<file path="config.mk">
export PLATFORM = sky130hd
export DESIGN_NAME = synthesijer_fcomp32_core_flat
export DESIGN_NICKNAME = d
export VERILOG_FILES = /design/src/rtl/synthesijer_fcomp32_core_pkg.sv /design/src/rtl/synthesijer_fcomp32_core_if.sv /design/src/rtl/synthesijer_fcomp32_rel.sv /design/src/rtl/synthesijer_fcomp32_core.sv /design/src/flat_wrapper.sv
export SDC_FILE = /design/constraint.sdc
export NUM_CORES = 1
export LEC_CHECK = 0
export CORE_UTILIZATION = 25
export DETAILED_ROUTE_END_ITERATION = 6
export DONT_BUFFER_PORTS = 1
export GPL_ROUTABILITY_DRIVEN = 1
export PLACE_DENSITY = 0.44
export SYNTH_ARGS = -nofsm -noshare
export SYNTH_HDL_FRONTEND = slang
export SYNTH_SLANG_ARGS = --single-unit
export TNS_END_PERCENT = 5
</file>
<file path="constraint.sdc">
create_clock -name clk -period 5.1 [get_ports clk]
set_input_delay 0.255 -clock clk [delete_from_list [all_inputs] [get_ports clk]]
set_output_delay 0.255 -clock clk [all_outputs]
set_load 0.01 [all_outputs]
</file>
<file path="src/rtl/synthesijer_fcomp32_core_pkg.sv">
// Shared constants and types for the binary32 compare engine:
// op codes, condition-code bit layout, field positions and result decode.
package synthesijer_fcomp32_core_pkg;

   localparam int unsigned SIGN_BIT = 31;
   localparam int unsigned EXP_MSB  = 30;
   localparam int unsigned EXP_LSB  = 23;
   localparam int unsigned MANT_MSB = 22;

   localparam int unsigned OP_MSB = 5;
   localparam int unsigned OP_LSB = 3;

   localparam int unsigned CC_UNORD = 3;
   localparam int unsigned CC_GT    = 2;
   localparam int unsigned CC_LT    = 1;
   localparam int unsigned CC_EQ    = 0;

   typedef enum logic [2:0] {
      FCMP_UNORD = 3'd0,
      FCMP_LT    = 3'd1,
      FCMP_EQ    = 3'd2,
      FCMP_LE    = 3'd3,
      FCMP_GT    = 3'd4,
      FCMP_NE    = 3'd5,
      FCMP_GE    = 3'd6,
      FCMP_CC    = 3'd7
   } fcmp_op_e;

   // Field order matches the condition-code bit indices above.
   typedef struct packed {
      logic unord;
      logic gt;
      logic lt;
      logic eq;
   } rel_t;

   typedef struct packed {
      logic     valid;
      rel_t     cc;
      fcmp_op_e op;
   } stage_t;

   function automatic logic [7:0] fcmp_decode(input fcmp_op_e op, input rel_t cc);
      logic [7:0] r;
      r = '0;
      case (op)
         FCMP_UNORD: r[0] = cc.unord;
         FCMP_LT:    r[0] = cc.lt;
         FCMP_EQ:    r[0] = cc.eq;
         FCMP_LE:    r[0] = cc.lt | cc.eq;
         FCMP_GT:    r[0] = cc.gt;
         FCMP_NE:    r[0] = ~cc.eq;
         FCMP_GE:    r[0] = cc.gt | cc.eq;
         FCMP_CC:    r[CC_UNORD:CC_EQ] = cc;
         default:    r = '0;
      endcase
      return r;
   endfunction

endpackage

</file>
<file path="src/rtl/synthesijer_fcomp32_core_if.sv">
// AXI4-Stream channel bundle of the compare engine: three operand/op inputs
// joined into one result stream.
interface synthesijer_fcomp32_core_if;
   logic [31:0] s_axis_a_tdata;
   logic        s_axis_a_tvalid;
   logic        s_axis_a_tready;
   logic [31:0] s_axis_b_tdata;
   logic        s_axis_b_tvalid;
   logic        s_axis_b_tready;
   logic [7:0]  s_axis_operation_tdata;
   logic        s_axis_operation_tvalid;
   logic        s_axis_operation_tready;
   logic [7:0]  m_axis_result_tdata;
   logic        m_axis_result_tvalid;
   logic        m_axis_result_tready;

   modport slave (
      input  s_axis_a_tdata, s_axis_a_tvalid,
      output s_axis_a_tready,
      input  s_axis_b_tdata, s_axis_b_tvalid,
      output s_axis_b_tready,
      input  s_axis_operation_tdata, s_axis_operation_tvalid,
      output s_axis_operation_tready,
      output m_axis_result_tdata, m_axis_result_tvalid,
      input  m_axis_result_tready
   );

   modport master (
      output s_axis_a_tdata, s_axis_a_tvalid,
      input  s_axis_a_tready,
      output s_axis_b_tdata, s_axis_b_tvalid,
      input  s_axis_b_tready,
      output s_axis_operation_tdata, s_axis_operation_tvalid,
      input  s_axis_operation_tready,
      input  m_axis_result_tdata, m_axis_result_tvalid,
      output m_axis_result_tready
   );
endinterface

</file>
<file path="src/rtl/synthesijer_fcomp32_rel.sv">
// Combinational binary32 relation: unordered / equal / less / greater,
// with optional flushing of subnormals to signed zero.
module synthesijer_fcomp32_rel
   import synthesijer_fcomp32_core_pkg::*;
#(
   parameter bit DENORM_FLUSH = 1'b1
) (
   input  logic [31:0] a,
   input  logic [31:0] b,
   output logic        unord,
   output logic        eq,
   output logic        lt,
   output logic        gt
);

   logic        a_nan, b_nan, a_zero, b_zero, a_less;
   logic [30:0] a_mag, b_mag;

   always_comb begin
      a_nan  = (a[EXP_MSB:EXP_LSB] == '1) && (a[MANT_MSB:0] != '0);
      b_nan  = (b[EXP_MSB:EXP_LSB] == '1) && (b[MANT_MSB:0] != '0);
      a_zero = (a[EXP_MSB:EXP_LSB] == '0) && ((a[MANT_MSB:0] == '0) || DENORM_FLUSH);
      b_zero = (b[EXP_MSB:EXP_LSB] == '0) && ((b[MANT_MSB:0] == '0) || DENORM_FLUSH);
      a_mag  = a_zero ? '0 : a[EXP_MSB:0];
      b_mag  = b_zero ? '0 : b[EXP_MSB:0];
      a_less = a_mag < b_mag;

      unord = a_nan | b_nan;
      eq    = 1'b0;
      lt    = 1'b0;
      gt    = 1'b0;
      if (!unord) begin
         if (a_zero && b_zero) begin
            eq = 1'b1;
         end else if (a[SIGN_BIT] != b[SIGN_BIT]) begin
            lt = a[SIGN_BIT];
            gt = b[SIGN_BIT];
         end else if (a_mag == b_mag) begin
            eq = 1'b1;
         end else begin
            // Same sign: negative operands invert the magnitude order.
            lt = a_less ^ a[SIGN_BIT];
            gt = ~(a_less ^ a[SIGN_BIT]);
         end
      end
   end

endmodule

</file>
<file path="src/rtl/synthesijer_fcomp32_core.sv">
// Single-precision compare engine: joins A/B/op beats, compares through a
// LATENCY-deep global-stall pipeline and returns one result byte per beat.
module synthesijer_fcomp32_core
   import synthesijer_fcomp32_core_pkg::*;
#(
   parameter int unsigned LATENCY      = 2,
   parameter bit          DENORM_FLUSH = 1'b1
) (
   input logic                          clk,
   input logic                          reset,
   synthesijer_fcomp32_core_if.slave    bus
);

   logic        adv, fire;
   logic        out_valid;
   logic [7:0]  out_data;
   logic [31:0] rel_a, rel_b;
   logic        head_valid;
   fcmp_op_e    head_op;
   logic        rel_unord, rel_eq, rel_lt, rel_gt;
   stage_t      head, tail;

   assign adv  = !out_valid || bus.m_axis_result_tready;
   assign fire = reset && adv && bus.s_axis_a_tvalid && bus.s_axis_b_tvalid
                 && bus.s_axis_operation_tvalid;

   assign bus.s_axis_a_tready         = fire;
   assign bus.s_axis_b_tready         = fire;
   assign bus.s_axis_operation_tready = fire;
   assign bus.m_axis_result_tvalid    = out_valid;
   assign bus.m_axis_result_tdata     = out_data;

   // With a single stage the relation is evaluated straight off the inputs.
   if (LATENCY == 1) begin : g_direct
      assign rel_a      = bus.s_axis_a_tdata;
      assign rel_b      = bus.s_axis_b_tdata;
      assign head_valid = fire;
      assign head_op    = fcmp_op_e'(bus.s_axis_operation_tdata[OP_MSB:OP_LSB]);
   end else begin : g_s0
      logic        s0_valid;
      logic [31:0] s0_a, s0_b;
      fcmp_op_e    s0_op;

      always_ff @(posedge clk) begin
         if (!reset) begin
            s0_valid <= 1'b0;
            s0_a     <= '0;
            s0_b     <= '0;
            s0_op    <= FCMP_UNORD;
         end else if (adv) begin
            s0_valid <= fire;
            if (fire) begin
               s0_a  <= bus.s_axis_a_tdata;
               s0_b  <= bus.s_axis_b_tdata;
               s0_op <= fcmp_op_e'(bus.s_axis_operation_tdata[OP_MSB:OP_LSB]);
            end
         end
      end

      assign rel_a      = s0_a;
      assign rel_b      = s0_b;
      assign head_valid = s0_valid;
      assign head_op    = s0_op;
   end

   synthesijer_fcomp32_rel #(.DENORM_FLUSH(DENORM_FLUSH)) u_rel (
      .a     (rel_a),
      .b     (rel_b),
      .unord (rel_unord),
      .eq    (rel_eq),
      .lt    (rel_lt),
      .gt    (rel_gt)
   );

   assign head = '{valid: head_valid,
                   cc:    '{unord: rel_unord, gt: rel_gt, lt: rel_lt, eq: rel_eq},
                   op:    head_op};

   if (LATENCY > 2) begin : g_mid
      stage_t mid_q [LATENCY-2];

      always_ff @(posedge clk) begin
         if (!reset) begin
            for (int unsigned i = 0; i < LATENCY - 2; i++) mid_q[i] <= '0;
         end else if (adv) begin
            mid_q[0] <= head;
            for (int unsigned i = 1; i < LATENCY - 2; i++) mid_q[i] <= mid_q[i-1];
         end
      end

      assign tail = mid_q[LATENCY-3];
   end else begin : g_nomid
      assign tail = head;
   end

   always_ff @(posedge clk) begin
      if (!reset) begin
         out_valid <= 1'b0;
         out_data  <= '0;
      end else if (adv) begin
         out_valid <= tail.valid;
         if (tail.valid) out_data <= fcmp_decode(tail.op, tail.cc);
      end
   end

endmodule

</file>
<file path="src/flat_wrapper.sv">
// flat-port wrapper written by rule: the top's interface ports become plain ports
module synthesijer_fcomp32_core_flat import synthesijer_fcomp32_core_pkg::*;
#(
   parameter int unsigned LATENCY      = 2,
   parameter bit          DENORM_FLUSH = 1'b1
)
  (clk, reset, bus_s_axis_a_tdata, bus_s_axis_a_tvalid, bus_s_axis_a_tready, bus_s_axis_b_tdata, bus_s_axis_b_tvalid, bus_s_axis_b_tready, bus_s_axis_operation_tdata, bus_s_axis_operation_tvalid, bus_s_axis_operation_tready, bus_m_axis_result_tdata, bus_m_axis_result_tvalid, bus_m_axis_result_tready);
  synthesijer_fcomp32_core_if bus_i ();
  input logic clk;
  input logic reset;
  input wire logic [$bits(bus_i.s_axis_a_tdata)-1:0] bus_s_axis_a_tdata;
  input wire logic [$bits(bus_i.s_axis_a_tvalid)-1:0] bus_s_axis_a_tvalid;
  output wire logic [$bits(bus_i.s_axis_a_tready)-1:0] bus_s_axis_a_tready;
  input wire logic [$bits(bus_i.s_axis_b_tdata)-1:0] bus_s_axis_b_tdata;
  input wire logic [$bits(bus_i.s_axis_b_tvalid)-1:0] bus_s_axis_b_tvalid;
  output wire logic [$bits(bus_i.s_axis_b_tready)-1:0] bus_s_axis_b_tready;
  input wire logic [$bits(bus_i.s_axis_operation_tdata)-1:0] bus_s_axis_operation_tdata;
  input wire logic [$bits(bus_i.s_axis_operation_tvalid)-1:0] bus_s_axis_operation_tvalid;
  output wire logic [$bits(bus_i.s_axis_operation_tready)-1:0] bus_s_axis_operation_tready;
  output wire logic [$bits(bus_i.m_axis_result_tdata)-1:0] bus_m_axis_result_tdata;
  output wire logic [$bits(bus_i.m_axis_result_tvalid)-1:0] bus_m_axis_result_tvalid;
  input wire logic [$bits(bus_i.m_axis_result_tready)-1:0] bus_m_axis_result_tready;
  assign bus_i.s_axis_a_tdata = bus_s_axis_a_tdata;
  assign bus_i.s_axis_a_tvalid = bus_s_axis_a_tvalid;
  assign bus_s_axis_a_tready = bus_i.s_axis_a_tready;
  assign bus_i.s_axis_b_tdata = bus_s_axis_b_tdata;
  assign bus_i.s_axis_b_tvalid = bus_s_axis_b_tvalid;
  assign bus_s_axis_b_tready = bus_i.s_axis_b_tready;
  assign bus_i.s_axis_operation_tdata = bus_s_axis_operation_tdata;
  assign bus_i.s_axis_operation_tvalid = bus_s_axis_operation_tvalid;
  assign bus_s_axis_operation_tready = bus_i.s_axis_operation_tready;
  assign bus_m_axis_result_tdata = bus_i.m_axis_result_tdata;
  assign bus_m_axis_result_tvalid = bus_i.m_axis_result_tvalid;
  assign bus_i.m_axis_result_tready = bus_m_axis_result_tready;
  synthesijer_fcomp32_core #(.LATENCY(LATENCY), .DENORM_FLUSH(DENORM_FLUSH)) u_core (.clk(clk), .reset(reset), .bus(bus_i));
endmodule
</file>
Word-level counts from Yosys, hierarchy flattened

Index checks and enable logic that the tools add are counted.

Magnitude comparators: 1
Equal/unequal tests: 11
Multiplexer cells: 16
Bitwise operators: 6
Reduce and logical (&&, ||, !) cells: 17

Operator list:

| operator             | number |
|---|---|
| $mux W31             | 2 |
| $reduce_bool A23 Y1  | 2 |
| $eq A31 B31 Y1       | 1 |
| $lt A31 B31 Y1       | 1 |
| $eq A8 B8 Y1 const B | 2 |
| $logic_not A8 Y1     | 2 |
| $eq A3 B3 Y1 const B | 4 |
| $mux W1              | 12 |
| $logic_and A1 B1 Y1  | 7 |
| $pmux W1 S7          | 1 |
| $eq A3 B2 Y1 const B | 2 |
| $reduce_and A2 Y1    | 2 |
| $eq A3 B1 Y1 const B | 1 |
| $logic_not A3 Y1     | 1 |
| $mux W3              | 1 |
| $or A1 B1 Y1         | 3 |
| $not A1 Y1           | 2 |
| $reduce_or A2 Y1     | 1 |
| $logic_not A1 Y1     | 1 |
| $logic_or A1 B1 Y1   | 1 |
| $ne A1 B1 Y1         | 1 |
| $xor A1 B1 Y1        | 1 |

Register bits after elaboration: 73
Logic and storage cells: 57

Longest topological paths before layout

Gate-level depths: netlist (run 1).

Word-level depth: 11
Depth in mapped cells: 13

Modules after synthesis

A second synthesis (run 1) with hierarchy kept.

Cell total of the unflattened synthesis: 517
Area total of the unflattened synthesis: 4,256.6 um2

Modules (own cells, without submodules):

| module                   | times used | cells an instance | area each (um2) | sequential area each (um2) |
|---|---|---|---|---|
| synthesijer_fcomp32_core | 1          | 324               | 2,950.3         | 1,461.4 |
| synthesijer_fcomp32_rel  | 1          | 193               | 1,306.3         | 0.0 |

Worst setup path after synthesis (run 1)

No wires, ideal clock.

Kind: register -> register
From: register u_core.g_s0.s0_a[23]
To: register u_core.out_data[0] (netlist: u_core.bus.m_axis_result_tdata[0])
Arrival time: 2.779 ns
Data required time: 4.980 ns
Path slack: 2.201 ns
Stages on the path, launching flop included: 14
Buffers on the path: 1
Period minus slack after synthesis: 2.899 ns
Path through: dfxtp_1 > nor4_1 > nand2_1 > clkbuf_1 > and2_1 > ha_1 > a211oi_1 > nor2_1 > o31ai_1 > o211ai_1 > a21oi_1 > mux2i_1 > o31ai_1 > a211o_1

Word-level cells in the longest chain between the ends: 11
Elaborated cells between the ends (all ways): 26

Ends and longest elaborated chain:

| element                | line                                                         | RTL |
|---|---|---|
| from (decl)            | synthesijer_fcomp32_core.sv:41                               | `logic [31:0] s0_a, s0_b;` |
| from (signal assigned) | synthesijer_fcomp32_core.sv:53                               | `s0_a <= bus.s_axis_a_tdata;` |
| $logic_not A8 Y1       | synthesijer_fcomp32_rel.sv:22                                | `a_zero = (a[EXP_MSB:EXP_LSB] == '0) && ((a[MANT_MSB:0] == '0) \|\| DENORM_FLUSH);` |
| $mux W31               | synthesijer_fcomp32_rel.sv:24                                | `a_mag = a_zero ? '0 : a[EXP_MSB:0];` |
| $lt A31 B31 Y1         | synthesijer_fcomp32_rel.sv:26                                | `a_less = a_mag < b_mag;` |
| $xor A1 B1 Y1          | synthesijer_fcomp32_rel.sv:42, synthesijer_fcomp32_rel.sv:43 |  |
| $not A1 Y1             | synthesijer_fcomp32_rel.sv:43                                | `gt = ~(a_less ^ a[SIGN_BIT]);` |
| $mux W1                | synthesijer_fcomp32_rel.sv:38                                | `end else if (a_mag == b_mag) begin` |
| $mux W1                | synthesijer_fcomp32_rel.sv:35                                | `end else if (a[SIGN_BIT] != b[SIGN_BIT]) begin` |
| $mux W1                | synthesijer_fcomp32_rel.sv:33                                | `if (a_zero && b_zero) begin` |
| $mux W1                | synthesijer_fcomp32_rel.sv:32                                | `if (!unord) begin` |
| $or A1 B1 Y1           | synthesijer_fcomp32_core_pkg.sv:53                           | `FCMP_GE: r[0] = cc.gt \| cc.eq;` |
| $pmux W1 S7 *          | synthesijer_fcomp32_core_pkg.sv:46                           | `case (op)` |
| to (signal assigned)   | synthesijer_fcomp32_core.sv:102                              | `if (tail.valid) out_data <= fcmp_decode(tail.op, tail.cc);` |
| to (decl)              | synthesijer_fcomp32_core.sv:16                               | `logic [7:0] out_data;` |

Every way passes the cells marked *; elsewhere a longest branch is shown, timed or not.
A chain may end at the register's enable or synchronous reset.

Final worst setup path (run 1)

From: register u_core.g_s0.s0_a[27]
To: register u_core.out_data[0] (netlist: u_core.bus.m_axis_result_tdata[0])

Same word-level chain as after synthesis.

==> metrics.cfg, run 1 <==
[grt]
antenna_found_initial = 0
grt_pass1_wl_um = 16700
first_global_vias = 3288
grt_max_degree = 103
grt.total_usage = 0.135
overflow = 0

[routing]
postRouteWirelength_um = 10200
dr_total_vias = 3307
antenna_left = 0
vias_per_cell = 4.76
drc_errors = 0
drtIter0Drc = 201
first_pass_iters = 4
wl_per_cell_um = 14.7

[sta]
whs_ns = 0.0214
relSlewSlack = 0.463
final-setup-viol-count = 0
setup_ws_ns = 1.53
finalMaxSlewViolations = 0
finalHoldViolCount = 0
rsz0062_at_grt = false
fin_skew_ns = 0.00823
finalCriticalPeriod_ns = 3.57
fmax_mhz = 280
fin_crit_sh = 0.701
finalSetupTns_ns = 0
worstMarginPinSlew_ns = 0.804

[placed_design]
dp_cells = 679
pre_cts_ws_ns = 1.51
portBuffers = 0
gp_congestion = 0.808
post-dp-hpwl_um = 7540
postPlaceCellArea_mm2 = 0.00398

[setup_path]
worst_ep_required_time_ns = 5.34
end_kind = flop
path_max_fanout = 25
crit_arrival_ns = 3.81
path_cells = nor4_1 > nand2_1 > and2_1 > ha_1 > a211oi_1 > nor2_1 > o31ai_1 > o211ai_1 > a21oi_1 > mux2i_1 > o31ai_1 > a211o_1
path_common_cell = o31ai_1
worstSetupPathType = flop to flop
cp_top_family = compound AO/OA/AOI/OAI gates
crit_slowest_cell = nand2_1
slowest_delay_ns = 0.44
crit_path_start_kind = flop
cp_num_buf_inv = 0

[finish]
final_common_cell = nand2_1
stdcell_area_mm2 = 0.00428
antennaDiodeCount = 0
fin_nets = 611
syn2layout_area_growth_pct = 9.97
layout_common_cells = nand2_1 (170), o21ai_0 (76), dfxtp_1 (73)
fin_cells = 695
drive_gt1_frac = 0.0493
nFillCells = 1638

[clocking]
clock_latency_ns = 0.34
clk_pin_slew_ns = 0.06
hold_buffers = 0
ctsResizeCount = 0
clock-sinks = 73
cts-root-buf = clkbuf_16
cts-htree-levels = 3
cts_buffers = 9
cts_tree = done
cts_setup_buffers = 0
cts_buffer_depth = 2

[power]
p_clk_frac = 0.451
leakagePower_uw = 0.00154
power_frac_seq = 0.432
swShare = 0.263
ir_drop_mv = 0.158
comb_power_share = 0.117
power_density_mw_per_mm2 = 330
internal-power_uw = 1040
p_switching_uw = 372

[yosys]
synth_top_flop_cell = dfxtp_1
synthArstFlopShare = 0
synth_cells = 529
post_synth.cell_area_avg_um2 = 7.36
yosysSeqAreaShare = 0.376
yosys_warnings = 0
synth_cell_types = 40
syn_area_mm2 = 0.00389
ys_seq_elements = 73
synth-edff-count = 0

[outcome]
status = complete, no violations

[floorplan]
fp-row-count = 45
ioPinCount = 90
die_width_um = 127
initial_core_util = 0.256
die_h_um = 127
core_mm2 = 0.0152
die-area_mm2 = 0.0161

[flow_run]
drv_cap = 0

[hold_path]
hold_class = primary input to flop

[final timing paths]
| check | end | depth (start not counted) | slack [ns] | from |
|---|---|---|---|---|
| min | u_core.g_s0.s0_b[22] | 2 | 0.02 | bus_s_axis_b_tdata[22] |
| min reg2reg | u_core.g_s0.s0_a[4] | 2 | 0.48 | u_core.g_s0.s0_a[4] |
| max reg2reg | u_core.bus.m_axis_result_tdata[0] | 12 | 1.53 | u_core.g_s0.s0_a[27] |
| max | u_core.bus.m_axis_result_tdata[0] | 12 | 1.53 | u_core.g_s0.s0_a[27] |
[cell type report]
class	instances	area [um2]	area share
Tap cell	188	235	0.0550
Clock buffer	11	243	0.0567
Clock inverter	5	55.1	0.0129
Inverter	10	37.5	0.00877
Multi-Input combinational cell	407	2230	0.520
Timing Repair Buffer	1	20.0	0.00468
Sequential cell	73	1460	0.342
[cells in the mapped netlist, drive strengths merged (2+ instances only)]
library cell	number	area, um2
inv	10	37.5
buf	7	52.6
ha	31	388
nor2b	4	25.0
nand2	170	638
a21oi	15	75.1
o31ai	4	30.0
nand3	9	45.0
a211oi	2	15.0
o2111ai	2	23.8
nor2	14	52.6
nand4	14	87.6
and2	24	151
nor3	3	15.0
clkbuf	35	131
nor4	17	138
dfxtp	73	1460
o21ai	77	385
[metal layers]
layer  up-vias  part of all wire  track usage
li1       1730                 -            -
met1      1498              0.50        0.174
met2        68              0.43        0.213
met3        11             0.054       0.0409
met4         0             0.016       0.0504
met5         -                 0            0
[sequential cells by signal (all words and copies together), names as in the netlist]
name                             count
u_core.g_s0.s0_a                    32
u_core.g_s0.s0_b                    32
u_core.bus.m_axis_result_tdata       4
u_core.g_s0.s0_op                    3
u_core.bus.m_axis_result_tvalid      1
u_core.g_s0.s0_valid                 1
[through the flow]
stage / utilization / power, uW
floorplan: - / 758
global placement: 0.262 / 786
detailed placement: 0.262 / 790
CTS: 0.281 / 1430
global route: 0.281 / 1490
finish: 0.281 / 1410
[cell families (layout without fill, tap and decap cells)]
group	Yosys count	count (layout)	synth area share
and+or+nand+nor	262	262	0.310
adders and majority gates	31	31	0.0997
xor gates and xnor gates	1	1	0.00225
buffers and inverters	52	27	0.0569
muxes	1	1	0.00257
DFF	73	73	0.376
AOI/OAI and AO/OA	108	108	0.152
other	1	4	0.000964
[power by group through the flow]
stage	Clock (uW)	Combinational [uW]	Sequential [uW]
after floorplan	0	143	614
after global placement	0	164	622
after CTS	655	168	611
after global routing	683	192	613
after detailed placement	0	167	623
final	637	166	610
Power figures use the tool's default switching activity.
==> inputs of run 2 (changes only) <==
--- a/config.mk
+++ b/config.mk
@@ -9,7 +9,7 @@
 export DETAILED_ROUTE_END_ITERATION = 6
 export DONT_BUFFER_PORTS = 1
 export GPL_ROUTABILITY_DRIVEN = 1
-export PLACE_DENSITY = 0.44
+export PLACE_DENSITY = 0.46
 export SYNTH_ARGS = -nofsm -noshare
 export SYNTH_HDL_FRONTEND = slang
 export SYNTH_SLANG_ARGS = --single-unit
==> constraint.sdc (replaced) <==
create_clock -name clk -period 3 [get_ports clk]
set_input_delay 0.15 -clock clk [delete_from_list [all_inputs] [get_ports clk]]
set_output_delay 0.15 -clock clk [all_outputs]
set_load 0.01 [all_outputs]
==> run 2 against run 1 <==
The run now ends with negative setup slack left. Cell area up 40%. Global-route usage up 2.3 points. Flip-flop and latch count unchanged. Setup slack worse by 1.6 ns. Clock power up 120%. Fmax up 18%. Non-clock buffer count up 133. Critical path depth up 1.
==> metrics.cfg, run 2 (synthesized netlist as in run 1, its figures left out) <==
[floorplan]
ioPinCount = 90  ; unchanged
initial_core_util = 0.256  ; unchanged
die-area_mm2 = 0.0161  ; unchanged
core_mm2 = 0.0152  ; unchanged
die_h_um = 127  ; unchanged
fp-row-count = 45  ; unchanged
die_width_um = 127  ; unchanged

[finish]
stdcell_area_mm2 = 0.00599  ; +40%
nFillCells = 1523  ; -7.0%
antennaDiodeCount = 0  ; unchanged
fin_nets = 744  ; +22%
syn2layout_area_growth_pct = 54.0
layout_common_cells = nand2_1 (168), dlygate4sd3_1 (102), o21ai_0 (71), dfxtp_1 (71), buf_4 (25)
drive_gt1_frac = 0.150  ; +0.101
final_common_cell = nand2_1

[clocking]
cts_buffer_depth = 2  ; unchanged
clock-sinks = 73  ; unchanged
cts_tree = done
clk_pin_slew_ns = 0.06  ; about the same
clock_latency_ns = 0.35  ; about the same
cts-root-buf = clkbuf_16
cts-htree-levels = 3  ; unchanged
cts_buffers = 9  ; unchanged

[routing]
first_pass_iters = 4  ; unchanged
antenna_left = 0  ; unchanged
drtIter0Drc = 169  ; -16%
postRouteWirelength_um = 12100  ; +19%
dr_total_vias = 3940  ; +19%
vias_per_cell = 4.76  ; about the same
drc_errors = 0  ; unchanged
wl_per_cell_um = 14.7  ; about the same

[grt]
grt_pass1_wl_um = 19600  ; +18%
antenna_found_initial = 0  ; unchanged
grt_max_degree = 139  ; +35%
grt.total_usage = 0.158  ; +0.0227
first_global_vias = 3962  ; +20%
overflow = 0  ; unchanged

[outcome]
status = complete, but fails checks
failed_checks = negative setup slack

[sta]
finalCriticalPeriod_ns = 3.03  ; -0.549 ns
finalHoldViolCount = 0  ; unchanged
fin_skew_ns = 0.00997  ; +0.00174 ns
relSlewSlack = 0.492  ; +0.0287
fmax_mhz = 331  ; +18%
worstMarginPinSlew_ns = 0.756  ; -0.0476 ns
final-setup-viol-count = 1  ; +1
finalSetupTns_ns = -0.0257  ; -0.0257 ns
fin_crit_sh = 1.01  ; +0.308
setup_ws_ns = -0.0257  ; -1.55 ns
rsz0062_at_grt = true
finalMaxSlewViolations = 0  ; unchanged

[power]
leakagePower_uw = 0.00234  ; +52%
power_density_mw_per_mm2 = 498  ; +51%
ir_drop_mv = 0.286  ; +81%

[placed_design]
postPlaceCellArea_mm2 = 0.00412  ; +3.6%
portBuffers = 0  ; unchanged
gp_congestion = 0.772  ; -4.5%
post-dp-hpwl_um = 7780  ; +3.2%

[setup_path]
worstSetupPathType = flop to flop
path_max_fanout = 6  ; -76%
end_kind = flop
worst_ep_required_time_ns = 3.29  ; -2.05 ns
crit_arrival_ns = 3.31  ; -0.50 ns
crit_path_start_kind = flop

[hold_path]
hold_class = primary input to flop

[flow_run]
drv_cap = 0  ; unchanged

-- run 2: repair_timing --
| item | 4_1_cts | 5_1_grt |
|---|---|---|
| gates resized for setup | 39 | 14 |
| pin swaps | 34 | 13 |
| setup buffers | 9 | 0 |
| setup endpoints to repair | 1 | 3 |
| gates cloned | 3 | 0 |
| hold buffers | 103 | 0 |
| hold endpoints to repair | 72 | 0 |
-- run 2: metrics by stage --
step	instances	power, uW	utilization	setup WS [ns]	hold WS (ns)
finish	828	2980	0.394	-0.0257	0.0705
global route	828	3100	0.394	-0.159	0.0630
CTS	829	2990	0.390	-0.0682	0.0617
detailed placement	698	1390	0.271	-0.161	0.267
global placement	698	1370	0.271	-0.0920	0.265
floorplan	532	1290	-	0.101	0.259
-- run 2: final timing paths --
path                            cells after the start                  from                                 to  slack (ns)
worst min register to register                      2   u_core.g_s0.s0_b[5]                u_core.g_s0.s0_b[5]        0.48
worst max register to register                     13  u_core.g_s0.s0_a[26]  u_core.bus.m_axis_result_tdata[0]       -0.03
worst min-delay path                                2                 reset  u_core.bus.m_axis_result_tdata[0]        0.07
worst max-delay path                               13  u_core.g_s0.s0_a[26]  u_core.bus.m_axis_result_tdata[0]       -0.03
-- run 2: layout make-up --
cell class | instances | area [um2] | share of cell area
inverters | 10 | 37.5 | 0.00626
clock buffers | 11 | 253 | 0.0422
clock inverters | 5 | 125 | 0.0209
flip-flops and latches | 73 | 1460 | 0.244
repair buffers | 134 | 1370 | 0.228
multi-input cells | 407 | 2510 | 0.419
well taps | 188 | 235 | 0.0393
-- run 2: critical path, cell delays in order, from the launching register on --
cell and delay (ns):
dfxtp_1 0.32, nor4_2 0.30, nand2_2 0.14, buf_12 0.17, buf_16 0.13, and2_4 0.16, ha_4 0.26, nand4_1 0.18
nor4_4 0.40, a31oi_2 0.17, nor3b_2 0.22, o2111ai_2 0.18, nor4b_2 0.23, a211o_1 0.12
-- run 2: power by group --
group / internal [uW] / total (uW) / switching, uW
Clock: 940 / 1370 / 428
Combinational: 311 / 578 / 267
Sequential: 1000 / 1040 / 33.4
-- run 2: per-layer routing --
layer | GRT usage | share of wire | vias to the layer above
met5 | 0 | 0 | -
met4 | 0.0532 | 0.014 | 0
met3 | 0.0367 | 0.033 | 16
met2 | 0.267 | 0.47 | 71
met1 | 0.196 | 0.49 | 1850
li1 | - | - | 2003
